[config.mk]
export PLATFORM = sky130hd
export DESIGN_NAME = divider_flat
export DESIGN_NICKNAME = d
export VERILOG_FILES = /design/src/rtl/divider_pkg.sv /design/src/rtl/divider_if.sv /design/src/rtl/divider_step.sv /design/src/rtl/divider.sv /design/src/flat_wrapper.sv
export SDC_FILE = /design/constraint.sdc
export NUM_CORES = 1
export LEC_CHECK = 0
export ABC_CLOCK_PERIOD_IN_PS = 6300
export CORE_MARGIN = 2
export CORE_UTILIZATION = 59
export CTS_CLUSTER_DIAMETER = 60
export DETAILED_ROUTE_END_ITERATION = 12
export PLACE_DENSITY = 0.83
export SLEW_MARGIN = 5
export SYNTH_ARGS = -nofsm -noshare
export SYNTH_HDL_FRONTEND = slang
export SYNTH_SLANG_ARGS = --single-unit
export TNS_END_PERCENT = 20
[constraint.sdc]
create_clock -name clk -period 6.3 [get_ports clk]
set_input_delay 1.26 -clock clk [delete_from_list [all_inputs] [get_ports clk]]
set_output_delay 1.26 -clock clk [all_outputs]
set_load 0.02 [all_outputs]
[src/rtl/divider_pkg.sv]
// Shared types for the RV32M unsigned divide unit: the machine word and the
// divider's control states.
package divider_pkg;

  localparam int unsigned XLEN = 32;

  typedef logic [XLEN-1:0] rv32i_word;

  typedef enum logic [1:0] {
    IDLE = 2'd0,
    BUSY = 2'd1,
    DONE = 2'd2
  } div_state_t;

endpackage : divider_pkg

[src/rtl/divider_if.sv]
// Request/response bundle between the execute stage (master) and the divider
// (slave). A request is a one-cycle start with operands; the response is a
// one-cycle div_valid with quotient/remain held until the next result.
import divider_pkg::*;

interface divider_if;

  logic      start;
  rv32i_word a;
  rv32i_word b;
  rv32i_word quotient;
  rv32i_word remain;
  logic      div_valid;

  modport master (
    output start, a, b,
    input  quotient, remain, div_valid
  );

  modport slave (
    input  start, a, b,
    output quotient, remain, div_valid
  );

endinterface : divider_if

[src/rtl/divider_step.sv]
// One radix-2 restoring iteration: shift {rem,quo} left by one, try to
// subtract the divisor and keep the difference only if it did not go negative.
module divider_step #(
  parameter int unsigned WIDTH = 32
) (
  input  logic [WIDTH-1:0] rem_i,
  input  logic [WIDTH-1:0] quo_i,
  input  logic [WIDTH-1:0] divisor_i,
  output logic [WIDTH-1:0] rem_o,
  output logic [WIDTH-1:0] quo_o
);

  // The partial remainder is always below the divisor, so the shifted value is
  // below 2*divisor and a WIDTH+1 bit difference has an unambiguous sign bit.
  logic [WIDTH:0] rem_shifted;
  logic [WIDTH:0] trial;

  assign rem_shifted = {rem_i, quo_i[WIDTH-1]};
  assign trial       = rem_shifted - {1'b0, divisor_i};

  // Restore or commit the trial subtraction and shift in the quotient bit.
  // NOTE: every output of a combinational block is assigned on every path
  // (defaults first, or a full if/else as here); a path that leaves one
  // unassigned makes synthesis infer a latch.
  always_comb begin
    if (!trial[WIDTH]) begin
      rem_o = trial[WIDTH-1:0];
      quo_o = {quo_i[WIDTH-2:0], 1'b1};
    end else begin
      rem_o = rem_shifted[WIDTH-1:0];
      quo_o = {quo_i[WIDTH-2:0], 1'b0};
    end
  end

endmodule : divider_step

[src/rtl/divider.sv]
// Iterative unsigned divider for RV32M DIVU/REMU. One quotient bit per clock;
// a result appears 33 cycles after an accepted start (1 cycle for b == 0,
// which returns all-ones / dividend as RISC-V requires).
import divider_pkg::*;

module divider #(
  parameter int unsigned WIDTH = XLEN
) (
  input  logic      clk,
  input  logic      rst,
  divider_if.slave  bus
);

  localparam int unsigned           CNT_W = $clog2(WIDTH);
  localparam logic [CNT_W-1:0]      LAST_ITER = CNT_W'(WIDTH - 1);

  div_state_t       state_q, state_d;
  logic [WIDTH-1:0] rem_q, rem_d;          // partial remainder accumulator
  logic [WIDTH-1:0] quo_q, quo_d;          // dividend in, quotient out
  logic [WIDTH-1:0] divisor_q, divisor_d;  // operand b held for the whole op
  logic [CNT_W-1:0] cnt_q, cnt_d;          // iterations already performed
  logic [WIDTH-1:0] quotient_q, quotient_d;
  logic [WIDTH-1:0] remain_q, remain_d;
  logic             valid_q, valid_d;

  logic [WIDTH-1:0] step_rem;
  logic [WIDTH-1:0] step_quo;

  divider_step #(.WIDTH(WIDTH)) u_step (
    .rem_i     (rem_q),
    .quo_i     (quo_q),
    .divisor_i (divisor_q),
    .rem_o     (step_rem),
    .quo_o     (step_quo)
  );

  // Next-state and datapath control. Results are written only on entry to
  // DONE so the outputs stay stable across the following IDLE/BUSY cycles.
  always_comb begin
    state_d    = state_q;
    rem_d      = rem_q;
    quo_d      = quo_q;
    divisor_d  = divisor_q;
    cnt_d      = cnt_q;
    quotient_d = quotient_q;
    remain_d   = remain_q;
    valid_d    = 1'b0;

    unique case (state_q)
      IDLE: begin
        if (bus.start) begin
          divisor_d = bus.b;
          if (bus.b != '0) begin
            rem_d   = '0;
            quo_d   = bus.a;
            cnt_d   = '0;
            state_d = BUSY;
          end else begin
            quotient_d = '1;
            remain_d   = bus.a;
            valid_d    = 1'b1;
            state_d    = DONE;
          end
        end
      end

      BUSY: begin
        rem_d = step_rem;
        quo_d = step_quo;
        cnt_d = cnt_q + CNT_W'(1);
        if (cnt_q == LAST_ITER) begin
          quotient_d = step_quo;
          remain_d   = step_rem;
          valid_d    = 1'b1;
          state_d    = DONE;
        end
      end

      // Any start seen here is dropped; only IDLE accepts requests.
      DONE: state_d = IDLE;

      default: state_d = IDLE;
    endcase
  end

  // State and datapath registers with synchronous reset.
  // NOTE: sequential state uses non-blocking (<=) assignments so every
  // register samples its pre-edge value regardless of statement order.
  // NOTE: there is no memory array here, so every register is cleared on
  // reset; a reset mid-operation therefore drops the result silently.
  always_ff @(posedge clk) begin
    if (rst) begin
      state_q    <= IDLE;
      rem_q      <= '0;
      quo_q      <= '0;
      divisor_q  <= '0;
      cnt_q      <= '0;
      quotient_q <= '0;
      remain_q   <= '0;
      valid_q    <= 1'b0;
    end else begin
      state_q    <= state_d;
      rem_q      <= rem_d;
      quo_q      <= quo_d;
      divisor_q  <= divisor_d;
      cnt_q      <= cnt_d;
      quotient_q <= quotient_d;
      remain_q   <= remain_d;
      valid_q    <= valid_d;
    end
  end

  assign bus.quotient  = quotient_q;
  assign bus.remain    = remain_q;
  assign bus.div_valid = valid_q;

endmodule : divider

[src/flat_wrapper.sv]
// flat-port wrapper written by rule: the top's interface ports become plain ports
module divider_flat 
#(
  parameter int unsigned WIDTH = XLEN
)
  (clk, rst, bus_start, bus_a, bus_b, bus_quotient, bus_remain, bus_div_valid);
  divider_if bus_i ();
  input  logic clk;
  input  logic rst;
  input wire logic [$bits(bus_i.start)-1:0] bus_start;
  input wire logic [$bits(bus_i.a)-1:0] bus_a;
  input wire logic [$bits(bus_i.b)-1:0] bus_b;
  output wire logic [$bits(bus_i.quotient)-1:0] bus_quotient;
  output wire logic [$bits(bus_i.remain)-1:0] bus_remain;
  output wire logic [$bits(bus_i.div_valid)-1:0] bus_div_valid;
  assign bus_i.start = bus_start;
  assign bus_i.a = bus_a;
  assign bus_i.b = bus_b;
  assign bus_quotient = bus_i.quotient;
  assign bus_remain = bus_i.remain;
  assign bus_div_valid = bus_i.div_valid;
  divider #(.WIDTH(WIDTH)) u_core (.clk(clk), .rst(rst), .bus(bus_i));
endmodule
==> results of run 1 <==
==> cells by family (layout without fill, tap and decap cells) <==
group / Yosys count / count (layout) / share of synthesized area [%]
compound gates: 300 / 300 / 23.8
xor+xnor: 22 / 22 / 2.23
fa+ha+maj: 35 / 35 / 5.15
buf+inv: 117 / 212 / 5.41
flops: 168 / 168 / 38.9
mux: 3 / 3 / 0.491
simple gates: 478 / 478 / 24.1
==> routing by layer <==
| metal | routed length, um | track usage [%] | up-vias |
|---|---|---|---|
| met1 | 10600 | 39.2 | 4081 |
| met5 | 0 | 0 | - |
| met3 | 1570 | 5.99 | 53 |
| met4 | 666 | 12.1 | 0 |
| met2 | 12100 | 53.4 | 362 |
| li1 | - | - | 4224 |
==> worst min-delay path by stage <==
stage,startpoint,end,depth (start not counted)
floorplan,u_core.divisor_q[10],u_core.divisor_q[10],2
global placement,u_core.divisor_q[27],u_core.divisor_q[27],2
detailed placement,u_core.divisor_q[11],u_core.divisor_q[11],2
CTS,u_core.divisor_q[11],u_core.divisor_q[11],2
global route,u_core.divisor_q[9],u_core.divisor_q[9],2
finish,u_core.divisor_q[11],u_core.divisor_q[11],2
==> worst max-delay path: stages <==
cell and delay (ns):
clkdlybuf4s50_1 0.42, nor4_1 0.45, nand4_1 0.19, or2_2 0.34, o21ai_0 0.26, nor2b_4 0.70, buf_4 0.52, nor2_1 0.10
a311oi_1 0.27
==> registers in the layout (all words and copies together) (netlist names) <==
| signal | count |
|---|---|
| u_core.bus.div_valid | 1 |
| u_core.bus.quotient | 32 |
| u_core.bus.remain | 32 |
| u_core.cnt_q | 5 |
| u_core.divisor_q | 32 |
| u_core.quo_q | 32 |
| u_core.rem_q | 32 |
| u_core.state_q | 2 |
==> cell type report <==
class / count / share of cell area, %
sequential: 168 / 31.8
multi-input combinational: 838 / 45.9
tap: 184 / 2.18
inverter: 40 / 1.42
clock buffer: 18 / 4.15
timing repair buffer: 140 / 13.0
clock inverter: 14 / 1.54
==> metrics by stage <==
| step | power, uW | hold slack, ns | util (%) |
|---|---|---|---|
| 2_1_floorplan | 3310 | 0.436 | - |
| 3_3_place_gp | 3910 | 0.443 | 69.1 |
| 3_5_place_dp | 3940 | 0.448 | 69.1 |
| 4_1_cts | 5000 | 0.457 | 73.3 |
| 5_1_grt | 5380 | 0.473 | 73.3 |
| 6_report | 5070 | 0.453 | 73.3 |
==> layout by cell type, fill, tap and decap left out, drive strengths merged, types with 5 or more instances in the layout <==
master,n
nand2,199
dfxtp,168
clkdlybuf4s50,130
nor2,123
a21oi,111
nor3,71
a311oi,60
inv,46
ha,34
o21ai,21
nand3,19
a22oi,18
clkbuf,18
a21o,17
nand4,13
xor2,12
and3,12
nor4,11
a211oi,11
xnor2,10
buf,10
nand2b,10
o21bai,8
a221oi,8
a211o,7
a31oi,6
a32oi,6
o21a,5
o211ai,5
==> report_power, final <==
group | internal (uW) | switching (uW) | leakage, uW
clock network | 574 | 481 | 0.000285
logic | 1000 | 1730 | 0.00228
registers | 1170 | 107 | 0.00137
total | 2750 | 2320 | 0.00394
==> results_dict.tcl, run 1 <==
set metrics [dict create \
    status "finished, final reports clean" \
    hp-class "reg -> reg" \
    fin_crit_sh_pct 66.3 \
    slew_headroom_pct 19.8 \
    die_w_um 125 \
    worstSetupEndpoint "u_core.bus.remain[8]" \
    fp.dieArea_sq_um 15700 \
    vias 8720 \
    synthMostInstantiatedCell "nand2_1" \
    r2r_slack_ns 2.25 \
    finalHoldViolCount 0 \
    crit_arrival_ns 4.51 \
    cts_buffers 17 \
    fin_cells 1402 \
    cts_sinks 168 \
    grt_max_degree 75 \
    p_per_area_nw_per_um2 480 \
    fin_ws_ns 2.12 \
    reg2reg_from "u_core.divisor_q[0]" \
    ctsHoldBuffers 0 \
    worst_slew_pin_slew_ns 1.20 \
    placed_area_sq_um 9970 \
    initialDrtViolationCount 837 \
    track_usage_pct 31.3 \
    die_y_um 125 \
    synth_edf_count 0 \
    antennaDiodeCount 0 \
    fillers 1208 \
    overflow 0 \
    cts_setup_buffers 0 \
    avgSynthCellArea_sq_um 7.71 \
    synth_cells 1123 \
    first_pass_iters 6 \
    maxCapViolCount 0 \
    drc_errors 0 \
    wire_per_inst_um 17.8 \
    crit_path_end_kind "flip-flop" \
    postRouteAntennaNets 0 \
    core_region_area_sq_um 14400 \
    fin_setup_tns_ns 0 \
    io_buffers 131 \
    viasPerCell 6.22 \
    ios 132 \
    ys_warn_count 0 \
    final_cell_area_sq_um 10600 \
    ys_seq_area_share_pct 38.9 \
    setup_viol 0 \
    place.gp.congestion 0.904 \
    startpoint_type "primary input" \
    regToRegEndpoint "u_core.bus.remain[23]" \
    clk_latency_ns 0.43 \
    synth_top_area_share_pct 38.9 \
    seq_area_sq_um 3360 \
    antenna_found_initial 0 \
    num_rows 44 \
    leakage_uw 0.00394 \
    cp-startpoint "bus_b[24]" \
    ctsLongestPathBuffers 2 \
    path_clk_slew_ns 0.07 \
    grt_pass1_wl_um 40200 \
    drive_gt1_share_pct 4.93 \
    slew_violations 0 \
    grt_pass1_vias 8073 \
    area.growth.synth_to_final_pct 22.1 \
    fmaxAchievable_mhz 239 \
    routed_wl_um 24900 \
    cts_root_buf "clkbuf_16" \
    path_class "in -> reg" \
    syn-cell-area_sq_um 8660 \
    ys_top_cells_by_count "198 x nand2_1, 168 x dfxtp_1, 123 x nor2_1" \
    r2r_cells 11 \
    synthesis.nets 1225 \
    required_ns 6.64 \
    ys_ff_latch 168 \
    htree_num_levels 4 \
    multi_input_area_sq_um 4850 \
    nets 1307 \
    crit_path_max_fanout 44 \
    yosysTopAreaCell "dfxtp_1" \
    synth.distinct_cells 55 \
    clock_skew_ns 0.00614 \
    start_util_pct 60.0 \
    place_ws_ns 1.70 \
    cts_tree "yes" \
    async_flop_share_pct 0 \
    ys_top_cells_by_area "dfxtp_1 39%, nand2_1 8.6%, a21oi_1 6.3%" \
    synth_flop_cell "dfxtp_1" \
    cts_resized 0 \
    layout_min_cycle_time_ns 4.18 \
    dp_hpwl_um 17700 \
    ir_worst_vdd_mv 0.433 \
    rsz0062_at_grt "no" \
    dp.cells 1370 \
]
Power figures use the tool's default switching activity.
==> run 2, diff against run 1 <==
--- a/config.mk
+++ b/config.mk
@@ -5,12 +5,12 @@
 export SDC_FILE = /design/constraint.sdc
 export NUM_CORES = 1
 export LEC_CHECK = 0
-export ABC_CLOCK_PERIOD_IN_PS = 6300
+export ABC_CLOCK_PERIOD_IN_PS = 4100
 export CORE_MARGIN = 2
-export CORE_UTILIZATION = 59
+export CORE_UTILIZATION = 55
 export CTS_CLUSTER_DIAMETER = 60
 export DETAILED_ROUTE_END_ITERATION = 12
-export PLACE_DENSITY = 0.83
+export PLACE_DENSITY = 0.78
 export SLEW_MARGIN = 5
 export SYNTH_ARGS = -nofsm -noshare
 export SYNTH_HDL_FRONTEND = slang
==> constraint.sdc (replaced) <==
create_clock -name clk -period 4.1 [get_ports clk]
set_input_delay 0.82 -clock clk [delete_from_list [all_inputs] [get_ports clk]]
set_output_delay 0.82 -clock clk [all_outputs]
set_load 0.02 [all_outputs]
==> run 2 against run 1 <==
  * Flip-flop and latch count is the same
  * Die area grew 7.0%
  * Largest cell class unchanged
  * Combinational power grew 54%
  * Hold slack gained 0.0019 ns
  * Critical path type is now reg -> reg
  * Critical endpoint is now u_core.bus.remain[20]
  * Routed wire length grew 0.66%
  * First-iteration DRC count shrank 7.2%
==> results_dict.tcl, run 2 (synthesized netlist as in run 1, its figures left out) <==
set metrics [dict create \
    path_clk_slew_ns 0.07 \
    layout_min_cycle_time_ns 3.53 \
    path_class "reg -> reg" \
    crit_path_top_delay_cell "a311o_1" \
    final_core_util_pct 70.1 \
    worst_slew_pin_slew_ns 0.881 \
    vias 8617 \
    crit_arrival_ns 3.81 \
    startpoint_type "flip-flop" \
    drc_errors 0 \
    die_w_um 129 \
    worst-path-buf-inv 3 \
    fin_setup_tns_ns 0 \
    slew_headroom_pct 41.3 \
    required_ns 4.38 \
    drive_gt1_share_pct 5.85 \
    switching_share_pct 44.8 \
    cts_setup_buffers 0 \
    crit_family "compound AO/OA/AOI/OAI gates" \
    hp-class "reg -> reg" \
    core_region_area_sq_um 15300 \
    multi_input_area_sq_um 4850 \
    internal_power_uw 4310 \
    path_cells "inv_1 > ha_1 > inv_1 > fa_1 > a21o_1 > a311o_1 > a21o_1 > o221ai_2 > nand2_2 > mux2i_4 > buf_4 > a32oi_1 > a311oi_1" \
    rsz0062_at_grt "no" \
    die_y_um 129 \
    viasPerCell 5.98 \
    ctsHoldBuffers 0 \
    most-common-layout-cells "198 x nand2_1, 168 x dfxtp_1, 130 x clkdlybuf4s50_1, 121 x nor2_1, 108 x a21oi_1" \
    fin_crit_sh_pct 86.2 \
    antennaDiodeCount 0 \
    slew_violations 0 \
    dp_hpwl_um 17900 \
    clock_skew_ns 0.0137 \
    final_cell_area_sq_um 10700 \
    p_clk_share_pct 21.0 \
    grt_max_degree 85 \
    regToRegEndpoint "u_core.bus.remain[20]" \
    placed_area_sq_um 10200 \
    fillers 1319 \
    grt_pass1_vias 7916 \
    io_buffers 131 \
    r2r_cells 13 \
    antenna_found_initial 0 \
    cts_buffers 17 \
    reg2reg_from "u_core.quo_q[31]" \
    power_switching_uw 3510 \
    p_comb_share_pct 53.8 \
    worstSetupEndpoint "u_core.bus.remain[20]" \
    p_total_uw 7820 \
    cts_root_buf "clkbuf_16" \
    seq_area_sq_um 3360 \
    cts_sinks 168 \
    ir_worst_vdd_mv 0.686 \
    overflow 0 \
    place_ws_ns 0.463 \
    fmaxAchievable_mhz 283 \
    final_common_cell "nand2_1" \
    postRouteAntennaNets 0 \
    finalHoldViolCount 0 \
    status "finished, final reports clean" \
    num_rows 45 \
    initialDrtViolationCount 777 \
    clk_latency_ns 0.44 \
    cts_tree "yes" \
    setup_viol 0 \
    cpPeakStageDelay_ns 0.47 \
    fp.dieArea_sq_um 16800 \
    first_pass_iters 5 \
    wire_per_inst_um 17.4 \
    area.growth.synth_to_final_pct 24.1 \
    ctsLongestPathBuffers 2 \
    ios 132 \
    p_per_area_nw_per_um2 728 \
    routed_wl_um 25100 \
    crit_path_end_kind "flip-flop" \
    r2r_slack_ns 0.57 \
    crit_path_max_fanout 10 \
    nets 1320 \
    cp-startpoint "u_core.quo_q[31]" \
    grt_pass1_wl_um 40200 \
    path_depth 13 \
    start_util_pct 56.5 \
    cts_resized 0 \
    htree_num_levels 4 \
    fin_ws_ns 0.568 \
    place.gp.congestion 0.966 \
    track_usage_pct 30.2 \
    leakage_uw 0.00402 \
    maxCapViolCount 0 \
    p_seq_share_pct 25.2 \
]
-- run 2: how the worst min path moves through the flow --
stage / start / end / slack [ns] / depth (start not counted)
finish: u_core.divisor_q[10] / u_core.divisor_q[10] / 0.45 / 2
global route: u_core.divisor_q[30] / u_core.divisor_q[30] / 0.47 / 2
CTS: u_core.divisor_q[17] / u_core.divisor_q[17] / 0.46 / 2
detailed placement: u_core.divisor_q[17] / u_core.divisor_q[17] / 0.45 / 2
global placement: u_core.divisor_q[24] / u_core.divisor_q[24] / 0.44 / 2
floorplan: u_core.divisor_q[10] / u_core.divisor_q[10] / 0.44 / 2
-- run 2: routing by layer --
layer	GRT usage, %	share of wire [%]	wire [um]	vias up
met5	0	0	0	-
met4	9.55	2.1	532	0
met3	5.08	5.4	1360	40
met2	51.0	48	12100	282
met1	39.6	44	11100	4071
li1	-	-	-	4224
-- run 2: area by class of cell --
| type | instances | area share, % |
|---|---|---|
| Clock buffer | 18 | 4.00 |
| Inverter | 40 | 1.40 |
| Sequential cell | 168 | 31.3 |
| Clock inverter | 14 | 1.47 |
| Timing Repair Buffer | 153 | 14.2 |
| Tap cell | 211 | 2.46 |
| Multi-Input combinational cell | 838 | 45.2 |
-- run 2: per-stage QoR --
step	cells	hold WS [ns]
CTS	1442	0.456
global route	1442	0.473
global placement	1410	0.445
floorplan	1123	0.436
finish	1442	0.455
detailed placement	1410	0.447
-- run 2: power groups by stage --
stage / combinational, uW / sequential [uW] / clock, uW
finish: 4210 / 1970 / 1640
CTS: 4100 / 1970 / 1650
floorplan: 3140 / 1940 / 0
global route: 4610 / 1990 / 1710
detailed placement: 4070 / 2010 / 0
global placement: 4050 / 2000 / 0
-- run 2: worst min-delay path, cell delays in order, from the launching register on --
cell	delay, ns
dfxtp_1	0.31
nand2_1	0.05
a21oi_1	0.05
==> run 3, diff against run 2 <==
--- a/config.mk
+++ b/config.mk
@@ -7,10 +7,10 @@
 export LEC_CHECK = 0
 export ABC_CLOCK_PERIOD_IN_PS = 4100
 export CORE_MARGIN = 2
-export CORE_UTILIZATION = 55
+export CORE_UTILIZATION = 23
 export CTS_CLUSTER_DIAMETER = 60
 export DETAILED_ROUTE_END_ITERATION = 12
-export PLACE_DENSITY = 0.78
+export PLACE_DENSITY = 0.38
 export SLEW_MARGIN = 5
 export SYNTH_ARGS = -nofsm -noshare
 export SYNTH_HDL_FRONTEND = slang
==> run 3 against run 2 <==
  * Final cell count is 22% higher
  * Flip-flop and latch count stayed put
  * First-iteration DRC count is 41% lower
  * Sequential power hardly changed
  * Sequential share of layout area is 1.5 points lower
  * Largest cell class unchanged
  * Clock power hardly changed
  * Global-route usage is 14 points lower
  * Maximum frequency is 3.4% lower
  * Clock-buffer cell count is 2 higher
  * Register-to-register slack worse by 0.13 ns
  * Die area is 130% higher
==> results_dict.tcl, run 3 (synthesized netlist as in run 1, its figures left out) <==
set metrics [dict create \
    ir_worst_vdd_mv 0.305 \
    fin_cells 1757 \
    final_common_cell "nand2_1" \
    clk_latency_ns 0.44 \
    cts_buffers 17 \
    grt_max_degree 70 \
    path_common_cell "inv_1" \
    start_util_pct 23.1 \
    ios 132 \
    hp-class "reg -> reg" \
    status "finished, final reports clean" \
    maxCapViolCount 0 \
    antenna_found_initial 0 \
    cts_sinks 168 \
    fin_crit_sh_pct 89.2 \
    ctsHoldBuffers 0 \
    core_region_area_sq_um 37400 \
    grt_pass1_vias 8040 \
    wire_per_inst_um 17.6 \
    setup_viol 0 \
    htree_num_levels 4 \
    die_y_um 198 \
    crit_family "compound AO/OA/AOI/OAI gates" \
    path_cells "inv_1 > ha_1 > inv_1 > fa_1 > a21o_1 > a311o_1 > buf_4 > a21oi_1 > a21boi_1 > and3_1 > o21a_1 > a221oi_1 > a311oi_1" \
    cp-startpoint "u_core.quo_q[31]" \
    drive_gt1_share_pct 6.98 \
    layout_min_cycle_time_ns 3.66 \
    dp.cells 1725 \
    slew_headroom_pct 36.2 \
    most-common-layout-cells "198 x nand2_1, 168 x dfxtp_1, 130 x clkdlybuf4s50_1, 121 x nor2_1, 108 x a21oi_1" \
    viasPerCell 4.75 \
    r2r_cells 13 \
    track_usage_pct 16.0 \
    crit_path_end_kind "flip-flop" \
    area.growth.synth_to_final_pct 30.2 \
    leakage_uw 0.00409 \
    routed_wl_um 30900 \
    grt_pass1_wl_um 48500 \
    required_ns 4.39 \
    startpoint_type "flip-flop" \
    cts_tree "yes" \
    io_buffers 131 \
    fin_setup_tns_ns 0 \
    fp.dieArea_sq_um 39200 \
    place.gp.congestion 0.855 \
    ctsLongestPathBuffers 2 \
    postRouteAntennaNets 0 \
    r2r_slack_ns 0.44 \
    reg2reg_from "u_core.quo_q[31]" \
    vias 8349 \
    clock_skew_ns 0.0174 \
    first_pass_iters 5 \
    path_class "reg -> reg" \
    rsz0062_at_grt "no" \
    antennaDiodeCount 0 \
    die_w_um 198 \
    worst-path-buf-inv 3 \
    crit_path_top_delay_cell "a221oi_1" \
    cts_setup_buffers 0 \
    path_depth 13 \
    cts_resized 0 \
    worstSetupEndpoint "u_core.bus.remain[1]" \
    regToRegEndpoint "u_core.bus.remain[1]" \
    crit_path_max_fanout 10 \
    dp_hpwl_um 23000 \
    crit_arrival_ns 3.95 \
    fmaxAchievable_mhz 273 \
    path_clk_slew_ns 0.08 \
    num_rows 71 \
    overflow 0 \
    cpPeakStageDelay_ns 0.42 \
    finalHoldViolCount 0 \
    cts_root_buf "clkbuf_16" \
    initialDrtViolationCount 459 \
    drc_errors 0 \
    worst_slew_pin_slew_ns 0.949 \
    nets 1335 \
    slew_violations 0 \
    p_per_area_nw_per_um2 733 \
]
==> run 3: changes by cell type in the layout (fill, tap and decap cells not counted) <==
cell,change
buf_4,+12
bufinv_16,-1
buf_12,+3
clkinvlp_4,+1
clkinv_8,+1
clkbuf_8,+2
clkinv_2,-3
clkinv_4,+3
inv_6,-3
==> run 3: per-stage QoR <==
stage                     power (uW)  setup slack (ns)  hold slack, ns  area, sq um  utilization (%)
after floorplan                 5080              1.18           0.436         8660                -
after global placement          6630             0.416           0.445        10700             28.6
after detailed placement        6590             0.421           0.450        10700             28.6
after CTS                       8290             0.486           0.460        11300             30.1
after global routing            8880             0.354           0.474        11300             30.1
final                           8260             0.442           0.457        11300             30.1
==> run 3: layer usage <==
layer / wire (um) / global-route usage, % / up-vias / part of all wire [%]
met1: 16400 / 24.4 / 3868 / 53
met3: 1290 / 2.37 / 17 / 4.2
li1: - / - / 4267 / -
met2: 12900 / 23.6 / 197 / 42
met5: 0 / 0 / - / 0
met4: 282 / 3.26 / 0 / 0.91
==> run 3: tightest hold or removal path, delay by kind of cell, from the launching register on <==
kind / cells / cell delay, ns
flops: 1 / 0.31
compound gates: 1 / 0.05
simple gates: 1 / 0.05
==> run 3: worst min path at each step <==
stage	start	end	slack (ns)	depth (start not counted)
4_1_cts	u_core.divisor_q[27]	u_core.divisor_q[27]	0.46	2
2_1_floorplan	u_core.divisor_q[10]	u_core.divisor_q[10]	0.44	2
5_1_grt	u_core.divisor_q[9]	u_core.divisor_q[9]	0.47	2
3_5_place_dp	u_core.divisor_q[27]	u_core.divisor_q[27]	0.45	2
3_3_place_gp	u_core.divisor_q[18]	u_core.divisor_q[18]	0.44	2
6_report	u_core.divisor_q[11]	u_core.divisor_q[11]	0.46	2
==> run 3: area by class of cell <==
type,instances,area (sq um)
inverter,40,150
clock inverter,12,136
tap,511,639
sequential,168,3360
multi-input combinational,838,4850
fill,4046,26100
timing repair buffer,168,1670
clock buffer,20,457
==> run 3: where the power goes <==
part | total, uW | internal, uW | switching, uW
Sequential | 1990 | 1800 | 187
Clock | 1660 | 891 | 769
Combinational | 4610 | 1790 | 2820
